===== src/rtl/imm_encoder.sv =====
// Immediate encoder: packs a signed immediate into RISC-V I/S/B fields and queues the word
// with its write address in a 2-entry FIFO. Optional macro IMM_ENC_STICKY_ERR_EN adds ErrSticky.
module imm_encoder #(
   parameter int unsigned       ADDR_W    = 32,
   parameter logic [ADDR_W-1:0] BASE_ADDR = '0
) (
   input  logic              CLK,
   input  logic              RST,
   input  logic              Clear,
   input  logic              InValid,
   output logic              InReady,
   input  logic [1:0]        ImmSrc,
   input  logic [31:0]       ImmIn,
   input  logic [31:0]       BaseInstr,
   output logic              OutValid,
   input  logic              OutReady,
   output logic [31:0]       InstrOut,
   output logic [ADDR_W-1:0] WrAddr,
   output logic              RangeErr
`ifdef IMM_ENC_STICKY_ERR_EN
   ,
   output logic              ErrSticky
`endif
);

   typedef enum logic [1:0] {
      IMM_I   = 2'b00,
      IMM_S   = 2'b01,
      IMM_B   = 2'b10,
      IMM_RSV = 2'b11
   } imm_kind_t;

   typedef struct packed {
      logic [31:0] instr;
      logic        err;
   } entry_t;

   imm_kind_t kind;
   logic      fits12;
   logic      fits13;
   entry_t    enc;

   entry_t    slot_q [2];
   logic      wr_ptr_q;
   logic      rd_ptr_q;
   logic [1:0] count_q;
   logic [1:0] count_d;
   logic      in_ready_q;
   logic [ADDR_W-1:0] addr_q;
   entry_t    head;
   logic      push;
   logic      pop;

   assign kind = imm_kind_t'(ImmSrc);

   // Sign-extension check: all bits above the field's sign bit must equal it.
   assign fits12 = (&ImmIn[31:11]) | ~(|ImmIn[31:11]);
   assign fits13 = (&ImmIn[31:12]) | ~(|ImmIn[31:12]);

   always_comb begin
      enc.instr = BaseInstr;
      enc.err   = 1'b1;
      unique case (kind)
         IMM_I: begin
            enc.instr = {ImmIn[11:0], BaseInstr[19:0]};
            enc.err   = ~fits12;
         end
         IMM_S: begin
            enc.instr = {ImmIn[11:5], BaseInstr[24:12], ImmIn[4:0], BaseInstr[6:0]};
            enc.err   = ~fits12;
         end
         IMM_B: begin
            enc.instr = {ImmIn[12], ImmIn[10:5], BaseInstr[24:12], ImmIn[4:1], ImmIn[11],
                         BaseInstr[6:0]};
            enc.err   = ~fits13 | ImmIn[0];
         end
         IMM_RSV: begin
            enc.instr = BaseInstr;
            enc.err   = 1'b1;
         end
      endcase
   end

   assign head     = slot_q[rd_ptr_q];
   assign OutValid = (count_q != 2'd0);
   assign InstrOut = OutValid ? head.instr : '0;
   assign RangeErr = OutValid & head.err;
   assign InReady  = in_ready_q;
   assign WrAddr   = addr_q;

   assign push = InValid & in_ready_q & ~Clear;
   assign pop  = OutValid & OutReady & ~Clear;

   always_comb begin
      count_d = count_q;
      if (Clear) begin
         count_d = 2'd0;
      end else begin
         unique case ({push, pop})
            2'b10:   count_d = count_q + 2'd1;
            2'b01:   count_d = count_q - 2'd1;
            default: count_d = count_q;
         endcase
      end
   end

   // InReady is registered from the next count so OutReady never reaches it combinationally.
   always_ff @(posedge CLK or posedge RST) begin
      if (RST) begin
         count_q    <= 2'd0;
         in_ready_q <= 1'b1;
         wr_ptr_q   <= 1'b0;
         rd_ptr_q   <= 1'b0;
         addr_q     <= BASE_ADDR;
         for (int unsigned i = 0; i < 2; i++) begin
            slot_q[i] <= '0;
         end
      end else begin
         count_q    <= count_d;
         in_ready_q <= (count_d != 2'd2);
         if (Clear) begin
            wr_ptr_q <= 1'b0;
            rd_ptr_q <= 1'b0;
            addr_q   <= BASE_ADDR;
         end else begin
            if (push) begin
               slot_q[wr_ptr_q] <= enc;
               wr_ptr_q         <= ~wr_ptr_q;
            end
            if (pop) begin
               rd_ptr_q <= ~rd_ptr_q;
               addr_q   <= addr_q + ADDR_W'(4);
            end
         end
      end
   end

`ifdef IMM_ENC_STICKY_ERR_EN
   logic sticky_q;

   always_ff @(posedge CLK or posedge RST) begin
      if (RST) begin
         sticky_q <= 1'b0;
      end else if (Clear) begin
         sticky_q <= 1'b0;
      end else if (pop && head.err) begin
         sticky_q <= 1'b1;
      end
   end

   assign ErrSticky = sticky_q;
`endif

endmodule

===== config.mk =====
export PLATFORM = sky130hd
export DESIGN_NAME = imm_encoder
export DESIGN_NICKNAME = d
export VERILOG_FILES = /design/src/rtl/imm_encoder.sv
export SDC_FILE = /design/constraint.sdc
export NUM_CORES = 1
export LEC_CHECK = 0
export BUFFER_PORTS_ARGS = -buffer_cell sky130_fd_sc_hd__buf_4
export CORE_MARGIN = 5
export CORE_UTILIZATION = 53
export DETAILED_ROUTE_END_ITERATION = 8
export GPL_ROUTABILITY_DRIVEN = 0
export PLACE_DENSITY = 0.81
export SLEW_MARGIN = 0
export SYNTH_ARGS = -nofsm -noshare
export SYNTH_HDL_FRONTEND = slang
export SYNTH_SLANG_ARGS = --single-unit

===== constraint.sdc =====
create_clock -name CLK -period 4.8 [get_ports CLK]
set_input_delay 0.96 -clock CLK [delete_from_list [all_inputs] [get_ports CLK]]
set_output_delay 0.96 -clock CLK [all_outputs]
set_load 0.005 [all_outputs]

==> results.toml <==
[drt]
routedWlPerCell_um = 15.75
drt_iter0_markers = 139
avgViaCountPerCell = 5.403
drt_wl_total_mm = 11.77
num_vias = 4036
drtPass1Iterations = 5
post-route-drc-count = 0
detail-route-antenna-nets = 0

[floorplan]
die-area_um2 = 11470
die_h_um = 107.1
die_width_um = 107.1
core_um2 = 9196
initial_core_util = 0.5433
rows = 35
design.portCount = 138

[synth]
netlist-cell-type-count = 42
synthAdderAreaFrac = 0.005009
synth_ff_type = "dfrtp_1"
synth.top_cells.by_count = "100 x dfrtp_1, 93 x nand2_1, 72 x nor2_1"
synth_top_family_by_area = "simple AND/OR/NAND/NOR gates"
yosysSeqAreaShare = 0.5061
synth_xor_area_frac = 0.05610
yosys.area.top_type = "dfrtp_1"
synth_area_um2 = 4996
yosys-top-cells-area = "dfrtp_1 50%, mux2i_1 10%, nand2_1 7.0%"
netlist_instances = 509
synth_edf_count = 0
synth.mux.area_fraction = 0.1362
synth_most_common_cell = "dfrtp_1"
synth_top_area_share = 0.5009
yosys.area_share.simple = 0.2104
synth-compound-area-share = 0.05585
async_flop_share = 1.000
avgSynthCellArea_um2 = 9.815
yosys_warnings = 0
synth_seq_cells = 101

[clocking]
post-cts-setup-buffers = 0
clkTransAtPathRegs_ns = 0.09
ctsHoldBuffers = 0
clockBufferDepth = 2
cts_buffers = 9
cts-root-buf = "clkbuf_8"
post_cts_resized = 0
cts_sinks = 101
tritoncts = "done"
clk_latency_ns = 0.36
cts_htree_levels = 3

[worst_setup_path]
path_max_fanout = 34
critPathLaunchType = "flip-flop"
crit_path_end_kind = "output pin"
criticalPathCategory = "reg2out"
r2r_start = "InReady"
arrival_ns = 1.96
crit_path_start = "rd_ptr_q"
cp.required_ns = 3.84

[global_route]
grt_pass1_vias = 4019
grt_pass1_wl_mm = 19.22
grt_antenna_before_repair = 0
grt_max_degree = 69
grt-ovfl-total = 0
grtUsageTotal = 0.2072

[final_layout]
n_antenna_cell = 0
fin_nets = 704
drive_gt1_frac = 0.2925
layout.cells.non_filler = 747
syn_to_final_growth_pct = 24.59
fin_util = 0.6769

[min_path]
holdCritPathClass = "reg2reg"
worstHoldStart = "slot_q[34]"

[pwr]
vdd_ir_drop_max_v = 0.0001786
p_per_area_nw_per_um2 = 342.8
p_total_uw = 2134
leakage_uw = 0.003028

[sta]
fmax_mhz = 342.3
worstMarginPinSlew_ns = 1.200
slew_viol_final = 0
rsz0062_at_grt = "false"
relSlewSlack = 0.1969
min_period_over_period = 0.6087
min_period_ns = 2.922
setup_viol = 0
finClkSkew_ns = 0.01376
hold_viol_final = 0
setup-tns-final_ns = 0

[placement]
port_buffers = 135
dp_hpwl_mm = 8.575
dp.cells = 731

[flow_run]
maxCapViolations = 0

[outcome]
status = "completed"
==> critical path: stages (launching register included) <==
cell and delay (ns):
dfrtp_2 1.07, mux2i_1 0.31, nor2_1 0.06, buf_4 0.15
==> through the flow <==
step | area [µm²] | hold slack (ns) | setup WS (ns)
detailed placement | 6046 | 0.4628 | 1.808
global route | 6225 | 0.5145 | 1.748
CTS | 6225 | 0.4873 | 1.838
floorplan | 5000 | 0.4450 | 1.195
global placement | 6046 | 0.4562 | 1.921
finish | 6225 | 0.4868 | 1.878
==> layer usage <==
layer | share of wire | up-vias | global-route usage
met4 | 0.012 | 0 | 0.05845
met3 | 0.065 | 15 | 0.05298
li1 | - | 1970 | -
met5 | 0 | - | 0
met1 | 0.44 | 1926 | 0.2764
met2 | 0.48 | 125 | 0.3356
==> where the power goes <==
part | leakage [µW] | internal [µW] | switching [µW] | total [µW]
Combinational | 0.00165 | 253 | 235 | 488
Clock | 0.0000868 | 206 | 291 | 497
Sequential | 0.00129 | 1030 | 121 | 1150
==> area by class of cell <==
class / instances / area (µm²)
flip-flops and latches: 101 / 2530
inverters: 3 / 13.76
multi-input cells: 378 / 2327
clock inverters: 4 / 33.78
fillers: 717 / 2972
clock buffers: 12 / 145.1
repair buffers: 138 / 1036
well taps: 111 / 138.9
==> cells by family after synthesis <==
kind of cell,Yosys count
other cells,1
compound gates,51
simple gates,225
mux,66
flops,101
fa+ha+maj,2
xor+xnor,32
buf+inv,31
==> worst paths after layout <==
| kind | end | slack [ns] | cells after the start |
|---|---|---|---|
| hold / removal | slot_q[34] | 0.49 | 2 |
| max in group asynchronous | slot_q[12] | 3.08 | 3 |
| min in group asynchronous | slot_q[62] | 0.76 | 2 |
| setup reg to reg | slot_q[27] | 2.49 | 5 |
| hold reg to reg | slot_q[34] | 0.49 | 2 |
| setup / recovery | InstrOut[6] | 1.88 | 3 |
==> flip-flops by register name, indices dropped and copies added, names as in the netlist <==
register,cells
rd_ptr_q,1
wr_ptr_q,1
InReady,1
slot_q,66
count_q,2
WrAddr,30
==> layout by cell type (no fill, tap or decap), drive strengths merged <==
cell        n
a211oi      1
a22oi       1
or3         3
o21bai      1
inv         3
buf       138
nand3       7
nand2b      1
and2        4
nand4      20
o21a        1
or4         2
a31oi       1
dfrtp     100
mux2i      50
nor2       74
clkbuf     12
and4        5
a21oi       6
dfstp       1
nand2      93
nor4        4
ha          2
xor2       26
o21ai      39
conb        2
clkinv      3
clkinvlp    1
and3        7
mux2       16
xnor2       6
o211ai      1
nor3        5
Power figures use the tool's default switching activity.
